==> config.mk <==
export PLATFORM = sky130hd
export DESIGN_NAME = ex_mul_unit
export DESIGN_NICKNAME = d
export VERILOG_FILES = /design/src/rtl/ex_mul_unit.sv
export SDC_FILE = /design/constraint.sdc
export NUM_CORES = 1
export LEC_CHECK = 0
export CAP_MARGIN = 20
export CORE_MARGIN = 5
export CORE_UTILIZATION = 50
export CTS_BUF_LIST = sky130_fd_sc_hd__clkbuf_4
export DETAILED_ROUTE_END_ITERATION = 10
export GPL_TIMING_DRIVEN = 0
export PLACE_DENSITY = 0.86
export SETUP_SLACK_MARGIN = 0.3
export SKIP_LAST_GASP = 1
export SLEW_MARGIN = 20
export SYNTH_ARGS = -nofsm -noshare
export SYNTH_HDL_FRONTEND = slang
export SYNTH_SLANG_ARGS = --single-unit
==> constraint.sdc <==
create_clock -name clk_i -period 6.1 [get_ports clk_i]
set_clock_uncertainty 0.2 [all_clocks]
set_input_delay 0.915 -clock clk_i [delete_from_list [all_inputs] [get_ports clk_i]]
set_output_delay 0.915 -clock clk_i [all_outputs]
set_load 0.01 [all_outputs]
==> src/rtl/ex_mul_unit.sv <==
// Iterative shift-add multiplier for the EX stage (mul, low WIDTH bits).
// Holds the pipeline through stall_o while iterating; pulses valid_o once.
module ex_mul_unit #(
    parameter int WIDTH = 32
) (
    input  logic             clk_i,
    input  logic             rst_i,
    input  logic             start_i,
    input  logic             flush_i,
    input  logic [WIDTH-1:0] rs1_data_i,
    input  logic [WIDTH-1:0] rs2_data_i,
    input  logic [4:0]       rd_i,
    output logic             busy_o,
    output logic             stall_o,
    output logic             valid_o,
    output logic [WIDTH-1:0] result_o,
    output logic [4:0]       rd_o
);

    localparam int CW = (WIDTH > 1) ? $clog2(WIDTH) : 1;

    typedef enum logic [1:0] {
        IDLE,
        BUSY,
        DONE
    } state_t;

    state_t state;
    state_t state_nx;

    logic [WIDTH-1:0] acc;
    logic [WIDTH-1:0] mcand;
    logic [WIDTH-1:0] mplier;
    logic [WIDTH-1:0] acc_nx;
    logic [CW-1:0]    cnt;
    logic [4:0]       rd_q;
    logic             accept;
    logic             last;

    // A new mul is taken from IDLE or DONE, never while iterating.
    assign accept  = start_i & ~flush_i & (state != BUSY);
    assign last    = (state == BUSY) & (cnt == CW'(WIDTH - 1));
    assign acc_nx  = mplier[0] ? acc + mcand : acc;
    assign stall_o = (state == BUSY) | accept;

    // Next-state logic; flush overrides start and completion.
    always_comb begin
        state_nx = state;
        if (flush_i) begin
            state_nx = IDLE;
        end else begin
            unique case (state)
                IDLE: if (accept) state_nx = BUSY;
                BUSY: if (last) state_nx = DONE;
                DONE: state_nx = accept ? BUSY : IDLE;
                default: state_nx = IDLE;
            endcase
        end
    end

    // State register.
    always_ff @(posedge clk_i or posedge rst_i) begin
        if (rst_i) begin
            state  <= IDLE;
            busy_o <= 1'b0;
        end else begin
            state  <= state_nx;
            busy_o <= (state_nx == BUSY);
        end
    end

    // Operand load, one shift-add step per cycle, and result capture.
    always_ff @(posedge clk_i or posedge rst_i) begin
        if (rst_i) begin
            acc      <= '0;
            mcand    <= '0;
            mplier   <= '0;
            cnt      <= '0;
            rd_q     <= '0;
            valid_o  <= 1'b0;
            result_o <= '0;
            rd_o     <= '0;
        end else begin
            valid_o <= 1'b0;
            if (flush_i) begin
                cnt <= '0;
            end else if (accept) begin
                acc    <= '0;
                mcand  <= rs1_data_i;
                mplier <= rs2_data_i;
                rd_q   <= rd_i;
                cnt    <= '0;
            end else if (state == BUSY) begin
                acc    <= acc_nx;
                mcand  <= mcand << 1;
                mplier <= mplier >> 1;
                cnt    <= cnt + 1'b1;
                if (last) begin
                    result_o <= acc_nx;
                    rd_o     <= rd_q;
                    valid_o  <= 1'b1;
                end
            end
        end
    end

endmodule

Word-level counts from Yosys, hierarchy flattened
Index checks and enable logic that the tools add are counted.
{"block": "word_totals", "regBits": 147, "output_inout_bits": 40, "elab_cells": 48}
{"block": "op_classes", "n_addsub": 2, "n_eq_ne": 5, "n_mux": 19, "n_bitwise": 6, "n_reduce_logical": 6}
{"op": "two-way mux 32 bit", "count": 7}
{"op": "adder 32 bit", "count": 1}
{"op": "two-way mux 5 bit", "count": 3}
{"op": "two-way mux 2 bit", "count": 3}
{"op": "one-hot mux 2 bit (3 select lines)", "count": 1}
{"op": "adder 5 x 1 -> 5 bit, second input constant", "count": 1}
{"op": "equality test 5 bit, second input constant", "count": 1}
{"op": "two-way mux 1 bit", "count": 5}
{"op": "equality test 2 x 1 -> 1 bit, second input constant", "count": 2}
{"op": "AND reduction 2 bit", "count": 2}
{"op": "AND reduction 4 bit", "count": 1}
{"op": "bitwise AND 1 bit", "count": 3}
{"op": "nonzero test 3 bit", "count": 1}
{"op": "equality test 2 bit, second input constant", "count": 1}
{"op": "logical NOT 2 bit", "count": 1}
{"op": "inequality test 2 x 1 -> 1 bit, second input constant", "count": 1}
{"op": "NOT 1 bit", "count": 2}
{"op": "nonzero test 2 bit", "count": 1}
{"op": "bitwise OR 1 bit", "count": 1}

Longest topological paths before layout
Gate-level depths: netlist of the first run.
{"block": "logic_depth", "ltp_word": 7, "ltp_mapped": 11}

Least setup slack after synthesis of the first run
No wires, ideal clock.
{"block": "synth_timing", "path_type": "flip-flop to flip-flop", "startpoint": "reg acc[0]", "endpoint": "reg result_o[28]", "setup_time_ns": 0.069, "arrival_ns": 2.544, "setup_slack_ns": 3.287, "stages_incl_launch_ff": 12, "n_path_buf": 0, "period_less_slack_ns": 2.813, "cell_sequence": "dfrtp_1 > ha_1 > fa_1 > a21o_2 > nand4_1 > a2111oi_4 > or2_4 > a31oi_4 > o21ba_4 > a21oi_4 > or3_1 > nand3_1"}
{"block": "synth_between", "elab_chain_len": 2}
{"element": "start, declared", "line_no": "31", "rtl": "logic [WIDTH-1:0] acc;"}
{"element": "start signal, assigned", "line_no": "94", "rtl": "acc <= acc_nx;"}
{"element": "adder 32 bit", "line_no": "43", "rtl": "assign acc_nx = mplier[0] ? acc + mcand : acc;"}
{"element": "two-way mux 32 bit", "line_no": "43"}
{"element": "end signal, assigned", "line_no": "99", "rtl": "result_o <= acc_nx;"}
{"element": "end, declared", "line_no": "16", "rtl": "output logic [WIDTH-1:0] result_o,"}
No other way between the ends.
A chain may end at the register's enable or synchronous reset.

Worst setup path after layout of the first run
{"block": "layout_timing", "startpoint": "in flush_i", "endpoint": "out stall_o"}
{"block": "layout_between", "elab_chain_len": 4}
{"element": "start, declared", "line_no": "9", "rtl": "input logic flush_i,"}
{"element": "NOT 1 bit (no source line)"}
{"element": "bitwise AND 1 bit (2 in a row)", "line_no": "41", "rtl": "assign accept = start_i & ~flush_i & (state != BUSY);"}
{"element": "bitwise OR 1 bit", "line_no": "44", "rtl": "assign stall_o = (state == BUSY) | accept;"}
{"element": "end, declared", "line_no": "14", "rtl": "output logic stall_o,"}
No other way between the ends.

==> results of run 1 <==
==> worst min-delay path, delay by kind of cell, from the launching register on <==
| kind | cells | cell delay, ns |
|---|---|---|
| flops | 1 | 0.36 |
| simple gates | 2 | 0.10 |
==> state kept, by name, indices dropped and copies added, names as in the netlist <==
register / cells
acc: 32
rd_o: 5
result_o: 32
cnt: 5
mplier: 32
state: 2
valid_o: 1
mcand: 32
busy_o: 1
rd_q: 5
==> cells in the final DEF, fill, tap and decap left out, drive strengths merged, types with 12 or more instances in the layout <==
cell	synthesis	final
a21oi	43	43
a22o	24	24
buf	12	13
clkbuf	41	60
clkdlybuf4s50	0	112
dfrtp	147	147
ha	33	33
mux2i	31	31
nand2	146	146
nand3	14	14
nor2	28	28
o21ai	128	128
o22ai	56	56
xnor2	12	12
xor2	17	17
==> worst max path at each step <==
stage / slack (ns) / to / from
after CTS: 2.70 / stall_o / flush_i
final: 2.69 / stall_o / flush_i
after global placement: -0.97 / result_o[12] / rst_i
after global routing: 2.62 / acc[30] / flush_i
after floorplan: 1.03 / acc[0] / rst_i
after detailed placement: 2.20 / acc[28] / flush_i
==> area by class of cell <==
cell class,count,share of cell area (%)
tap,216,2.82
timing repair buffer,113,12.0
inverter,5,0.274
clock inverter,13,1.41
antenna,1,0.0261
buffer,53,2.52
multi-input combinational,629,41.2
sequential,147,38.3
clock buffer,19,1.49
==> kinds of logic after synthesis <==
family / Yosys count
adders and majority gates: 34
buffers and inverters: 58
and+or+nand+nor: 236
muxes: 38
DFF: 147
AOI/OAI and AO/OA: 292
xor gates and xnor gates: 29
==> per-layer routing <==
metal,global-route usage (%),share of wire (%),wire length [µm]
met5,0,0,0
met4,8.40,2.6,561
met3,6.24,7.0,1490
met2,38.3,47,10000
met1,31.8,43,9180
==> per-stage QoR <==
step,power [µW],utilization [%],cells,worst slack (ns),instance area [µm²]
2_1_floorplan,1450,-,834,1.03,7890
3_3_place_gp,1600,59.3,1162,-0.969,9280
3_5_place_dp,1620,59.5,1163,2.20,9310
4_1_cts,2230,61.3,1195,2.70,9590
5_1_grt,2340,61.3,1196,2.62,9590
6_report,2220,61.3,1196,2.69,9590
==> power groups by stage <==
stage	registers, µW	clock network [µW]	logic [µW]
2_1_floorplan	1120	0	325
3_3_place_gp	1140	0	452
3_5_place_dp	1150	0	471
4_1_cts	1130	633	472
5_1_grt	1140	673	529
6_report	1130	619	473
==> flow_summary.yaml, run 1 <==
outcome:
  status: "completed"
cells_and_area:
  fillers: 1331
  area_growth_pct: 21.6
  multi_input_area_mm2: 0.00395
  seq_area_mm2: 0.00368
  layout.nets: 1073
  drive_gt1_share_pct: 6.74
sta:
  worstMarginPinSlew_ns: 0.896
  rsz0062_at_grt: "false"
  period_needed_ns: 3.41
  fin_crit_sh_pct: 55.9
  slew_headroom_pct: 40.3
  finalSetupViolCount: 0
  hold-worst-slack_ns: 0.276
  max_freq_ghz: 0.293
  maxSlewViolCount: 0
  hold_viol_final: 0
  finalSetupTns_ns: 0
yosys:
  synth_simple_gate_area_share_pct: 13.3
  synth_cells: 834
  synth_fa_ha_area_share_pct: 5.49
  synth_top_area_share_pct: 46.6
  yosysUniqueCellTypes: 62
  synth_compound_gate_area_share_pct: 23.1
  ys_seq_elements: 147
  synth-xor-area-share_pct: 3.22
  syn-cell-area_mm2: 0.00789
  synth_largest_area_cell: "dfrtp_1"
  ys.warnings.count: 0
  synthArstFlopShare_pct: 100
  synth_commonest_cells: "dfrtp_1, nand2_1, o21ai_0, o22ai_1, a21oi_1"
  synth_top_family_by_area: "compound AO/OA/AOI/OAI gates"
  synth_edf_count: 0
  synthesis.nets: 941
  synthMuxAreaShare_pct: 4.93
  yosysSeqAreaShare_pct: 46.6
  synthFlopType: "dfrtp_1"
  syn_area_per_cell_um2: 9.46
  ys_top_cells_by_area: "dfrtp_1, o21ai_0, nand2_1, ha_1, o22ai_1"
  synth_most_common_cell: "dfrtp_1"
route:
  ant_nets: 0
  drt_iter0_drc: 568
  drt-total-wl_mm: 21.3
  wire_per_inst_um: 17.8
  first_pass_iters: 6
  drc: 0
  viasPerCell: 5.80
  vias: 6938
power:
  seq_power_share_pct: 50.9
  ir_drop_mv: 0.122
  p_int_uw: 1510
  p_leak_uw: 0.00413
  p_comb_share_pct: 21.3
  switchingPower_uw: 711
  switching_share_pct: 32.0
  p_per_area_mw_per_mm2: 232
  clkPwrFrac_pct: 27.8
critical_path:
  cpMostUsedCell: "clkdlybuf4s50_1"
  regToRegEndpoint: "result_o[24]"
  timing.rr.start: "acc[0]"
  worst_path_max_delay_cell: "clkdlybuf4s50_1"
  r2r_slack_ns: 2.88
  cp_max_fo: 6
  critPathLaunchType: "input pin"
  rr_worst_depth: 11
  crit_path_cell_trace: "clkdlybuf4s50_1, nand2b_1, nand2_1, clkdlybuf4s50_1"
  crit_path_max_incr_delay_ns: 0.55
  cp.buffers_inverters: 2
  crit_type: "in2out"
  worstPathRequired_ns: 4.98
  crit_cells: 4
  crit_path_end_kind: "primary output"
  crit_arrival_ns: 2.29
  cpLargestDelayFamily: "buffers and inverters"
clock_network:
  cts-resized-gates: 0
  clock_sinks: 147
  cts_setup_buffers: 0
  clk_path_buf_depth: 2
  cts_tree: "yes"
  htree_levels: 4
  cts_hold_buf: 0
  cts_buffers: 17
  clk_pin_slew_ns: 0.12
  insertion_delay_ns: 0.56
  root_buffer: "clkbuf_4"
min_path:
  hold_depth: 2
  hold_path.class: "reg2reg"
  hold_path_end: "rd_o[2]"
  worstHoldStart: "rd_q[2]"
grt:
  track_usage_pct: 24.0
  grt_pass1_wl_mm: 34.9
  grt_max_degree: 83
  grt_pass1_vias: 6950
  overflow: 0
  antenna_found_initial: 1
floorplan:
  fp.dieW_um: 136
  num_rows: 46
  core_mm2: 0.0157
  io_pins: 113
  dieArea_mm2: 0.0184
  initial_core_util_pct: 50.4
  die_y_um: 136
placement:
  hpwl_mm: 15.7
  portBuffers: 112
  place_congestion: 0.951
run:
  maxCapViolCount: 0
Power figures use the tool's default switching activity.
==> inputs of run 2 (changes only) <==
Settings changed: PLACE_DENSITY 0.86 to 0.89.
Clock period 6.1 ns to 3.1 ns, I/O delays scaled along.
==> flow_summary.yaml, run 2 (synthesis results as in run 1) <==
cells_and_area:
  multi_input_area_mm2: 0.00441
  fillers: 1208
  drive_gt1_share_pct: 17.4
  mostFrequentLayoutCells: "dfrtp_1, nand2_1, clkdlybuf4s50_1"
  seq_area_mm2: 0.00368
  layout.nets: 1116
  area_growth_pct: 33.0
  fin_cells: 1237
  final_common_cell: "dfrtp_1"
route:
  viasPerCell: 6.07
  drc: 0
  wire_per_inst_um: 19.8
  drt-total-wl_mm: 24.5
  ant_nets: 0
  drt_iter0_drc: 814
  vias: 7508
  first_pass_iters: 5
critical_path:
  crit_path_cell_trace: "ha_4, fa_2, a21o_4, nand4_1, a2111oi_4, buf_4, o2111ai_4, a21oi_2, o41ai_2, xor2_1, a21oi_1, a21o_1"
  regToRegEndpoint: "result_o[24]"
  cpLargestDelayFamily: "compound AO/OA/AOI/OAI gates"
  crit_path_end_kind: "flip-flop"
  r2r_slack_ns: 0.008
  rr_worst_depth: 12
  cp-startpoint: "mcand[0]"
  worstPathRequired_ns: 3.38
  crit_end: "result_o[24]"
  crit_path_max_incr_delay_ns: 0.47
  critPathLaunchType: "flip-flop"
  timing.rr.start: "mcand[0]"
  crit_cells: 12
  worst_path_max_delay_cell: "dfrtp_1"
  cp.buffers_inverters: 1
  cp_max_fo: 2
  crit_arrival_ns: 3.37
  crit_type: "reg2reg"
floorplan:
  initial_core_util_pct: 50.4
  fp.dieW_um: 136
  num_rows: 46
  core_mm2: 0.0157
  dieArea_mm2: 0.0184
  die_y_um: 136
  io_pins: 113
clock_network:
  cts_hold_buf: 0
  cts_tree: "yes"
  clock_sinks: 147
  insertion_delay_ns: 0.59
  root_buffer: "clkbuf_4"
  clk_path_buf_depth: 2
  clk_pin_slew_ns: 0.14
  htree_levels: 4
  cts_buffers: 17
grt:
  antenna_found_initial: 0
  overflow: 0
  grt_max_degree: 34
  grt_pass1_wl_mm: 37.3
  track_usage_pct: 25.6
  grt_pass1_vias: 7344
sta:
  period_needed_ns: 3.09
  maxSlewViolCount: 0
  hold-worst-slack_ns: 0.0260
  hold_viol_final: 0
  slew_headroom_pct: 41.4
  worstMarginPinSlew_ns: 0.878
  max_freq_ghz: 0.323
  finalSetupViolCount: 0
  fin_crit_sh_pct: 99.8
  finalSetupTns_ns: 0
  rsz0062_at_grt: "true"
placement:
  portBuffers: 112
  hpwl_mm: 16.3
  place_congestion: 0.937
  dp.cells: 1167
outcome:
  status: "completed"
power:
  p_leak_uw: 0.00444
  p_per_area_mw_per_mm2: 443
  ir_drop_mv: 0.298
min_path:
  hold_path.class: "in2async"
run:
  maxCapViolCount: 0
[run 2: cell type report]
class                           instances  share of cell area [%]
Antenna cell                            1                  0.0239
Buffer                                 53                    2.46
Clock buffer                           17                    1.22
Clock inverter                         13                    1.53
Inverter                                5                   0.215
Multi-Input combinational cell        629                    42.1
Sequential cell                       147                    35.1
Tap cell                              216                    2.58
Timing Repair Buffer                  156                    14.8
[run 2: power breakdown]
part	internal [µW]	switching, µW
sequential	2090	151
combinational	496	630
clock	549	731
[run 2: per-layer routing]
metal	part of all wire, %	track usage [%]	vias up
met4	3.9	11.3	0
met2	49	41.7	406
met1	39	32.5	3637
li1	-	-	3372
met3	9.0	6.17	93
met5	0	0	-
[run 2: worst min-delay path by stage]
stage                       start    endpoint  slack [ns]
after floorplan           rd_q[0]     rd_o[0]        0.23
after global placement    rd_q[4]     rd_o[4]        0.24
after detailed placement  rd_q[4]     rd_o[4]        0.25
after CTS                   rst_i  mplier[17]        0.02
after global routing        rst_i  mplier[10]        0.04
final                       rst_i  mplier[17]        0.03
[run 2: stage by stage]
stage               util, %  cell area [µm²]  total power [µW]  setup WS (ns)
floorplan                 -             7890              2850          0.304
global placement       59.3             9280              3140         -0.673
detailed placement     60.0             9400              3200         -0.359
CTS                    63.2             9890              4480          0.104
global route           67.0            10500              4860         -0.103
finish                 67.0            10500              4640        0.00771
[run 2: timing repair]
| item | in CTS | in global routing |
|---|---|---|
| buffers inserted | 10 | 29 |
| resized for setup | 36 | 94 |
| endpoints found under the setup margin | 39 | 81 |
| endpoints found under the hold margin | 0 | 0 |
| pin swaps | 14 | 45 |
==> RTL change: new RTL, config.mk and constraints of run 2 <==
Set the parameter `WIDTH` to 64 (it was 32).
--- a/src/rtl/ex_mul_unit.sv
+++ b/src/rtl/ex_mul_unit.sv
@@ -1,7 +1,7 @@
 // Iterative shift-add multiplier for the EX stage (mul, low WIDTH bits).
 // Holds the pipeline through stall_o while iterating; pulses valid_o once.
 module ex_mul_unit #(
-    parameter int WIDTH = 32
+    parameter int WIDTH = 64
 ) (
     input  logic             clk_i,
     input  logic             rst_i,
Ports: changed (resized result_o, rs1_data_i and rs2_data_i); port bits go from 113 to 209. No check against the original RTL was run, so the function may have changed too.
==> RTL change against run 2 <==
- the run now ends with setup timing left
- critical path depth unchanged
- routed wire length increased by 130%
- power increased to 2.7 times the old value
- die area increased by 87%
- sequential cell count increased by 129
- synthesized area increased by 95%
- count of clock-buffer cells in the layout increased by 87
- setup slack got worse by 680 ps
- critical path type unchanged
- design area increased by 100%
- synthesized cell count increased by 120%
- maximum frequency decreased by 18%
==> RTL change: results <==
group,metric,value,unit
setup_path,path_max_fanout,5,
global_routing,globalRouteTotalUtil,31.6,%
place,placed_area,0.0185,mm2
status,status,"finished with violations",
synthesis,yosys_warnings,0,
global_routing,grt_max_degree,36,
clock_network,cts_made_buffers,76,
synthesis,synth_cell_types,68,
synthesis,synthTopCellsByArea,"dfrtp_1, o21ai_0, nand2_1, a21oi_1, ha_1",
layout,drive_gt1_share,19.4,%
drt,dr_wl_met3,5.80,mm
layout,fillCellCount,2214,
status,violations,"setup timing",
global_routing,antenna_found_initial,2,
job,maxCapViolCount,0,
drt,wl_per_cell,21.2,um
power,ir_drop,0.311,mV
power,leakage,9.29,nW
drt,vias_per_cell,6.06,
layout,fin_nets,2419,
sta,setup_viol,88,
die,dieWidth,186,um
drt,met1_length,21.9,mm
setup_path,arrival,4090,ps
global_routing,grt_pass1_wl,86.4,mm
clock_network,clk_latency,710,ps
clock_network,cts_buffer_depth,3,
sta,fin_ws,-672,ps
drt,drt_iter0_markers,1442,
clock_network,htree_levels,3,
drt,drt_pass1_iterations,6,
drt,met2_length,26.2,mm
place,gp_congestion,0.961,
sta,setup-tns-final,-28610,ps
global_routing,grt_pass1_vias,16200,
synthesis,async_flop_share,100,%
place,dp_hpwl,39.4,mm
hold_path,hold_depth,3,
hold_path,hold_class,"input port to register",
synthesis,seq_area_frac_synth,44.8,%
clock_network,cts.clk_slew.worst_paths,70,ps
place,numPortBuffers,208,
synthesis,synth_ff_type,"dfrtp_1",
synthesis,syn-num-nets,2023,
sta,max_slew_margin,29.2,%
synthesis,synth_common_cells,"dfrtp_1, nand2_1, o21ai_0",
-- RTL change: per-stage QoR --
stage | cells | setup WS [ps]
detailed placement | 2434 | -967
finish | 2660 | -672
global route | 2659 | -786
global placement | 2425 | -3160
CTS | 2628 | -733
floorplan | 1821 | -1220
-- RTL change: cells by family (layout without fill, tap and decap cells) --
kind of cell	Yosys count	count (layout)	synth area share [%]
buffers and inverters	149	590	3.65
other	0	2	0
AND/OR/NAND/NOR	623	623	17.3
adder cells (fa/ha/maj)	65	65	5.33
flip-flops	276	276	44.8
multiplexers	27	27	1.78
XOR/XNOR	62	62	3.52
AO/OA/AOI/OAI	619	619	23.7
-- RTL change: path summary, 6_finish.rpt --
path	from	endpoint	slack (ps)
max in group asynchronous	rst_i	mcand[62]$_DFFE_PP0P_	1030
setup reg to reg	acc[8]$_DFFE_PP0P_	result_o[61]$_DFFE_PP0P_	-670
min in group asynchronous	rst_i	acc[34]$_DFFE_PP0P_	510
hold reg to reg	rd_q[4]$_DFFE_PP0P_	rd_o[4]$_DFFE_PP0P_	270
setup / recovery	acc[8]$_DFFE_PP0P_	result_o[61]$_DFFE_PP0P_	-670
hold / removal	rd_i[2]	rd_q[2]$_DFFE_PP0P_	90
-- RTL change: cell type report --
type	instances	area (um2)	area share (%)
Antenna cell	2	5.00	0.0235
Buffer	131	603	2.83
Clock buffer	104	781	3.66
Clock inverter	19	143	0.668
Inverter	18	71.3	0.334
Multi-Input combinational cell	1396	9130	42.8
Sequential cell	276	6910	32.4
Tap cell	396	495	2.32
Timing Repair Buffer	318	3210	15.0
-- RTL change: power breakdown --
part	switching (mW)	internal [mW]	leakage, nW	total, mW
Clock	1.61	1.72	0.552	3.33
Combinational	2.59	1.87	5.05	4.45
Sequential	0.518	4.15	3.68	4.67
Total	4.72	7.74	9.29	12.5
-- RTL change: per-layer routing --
| metal | vias up | track usage, % |
|---|---|---|
| li1 | 7233 | - |
| met1 | 7744 | 41.2 |
| met2 | 950 | 50.1 |
| met3 | 199 | 7.64 |
| met4 | 0 | 14.7 |
| met5 | - | 0 |
-- RTL change: worst max-delay path: stages (launching register included) --
cell       delay (ps)
dfrtp_1           430
ha_4              310
a21oi_4           220
o22ai_2           170
a211oi_4          310
a2111oi_4         140
nor4_4            280
o32ai_2           170
o31a_1            300
a311o_1           410
a311oi_2          300
xor2_1            230
a311oi_1          120
-- RTL change: what timing repair did --
item | CTS | global route
gates resized for setup | 175 | 129
hold buffers | 1 | 0
endpoints found under the setup margin | 160 | 160
endpoints found under the hold margin | 15 | 0
pin swaps | 86 | 70
setup buffers | 70 | 30
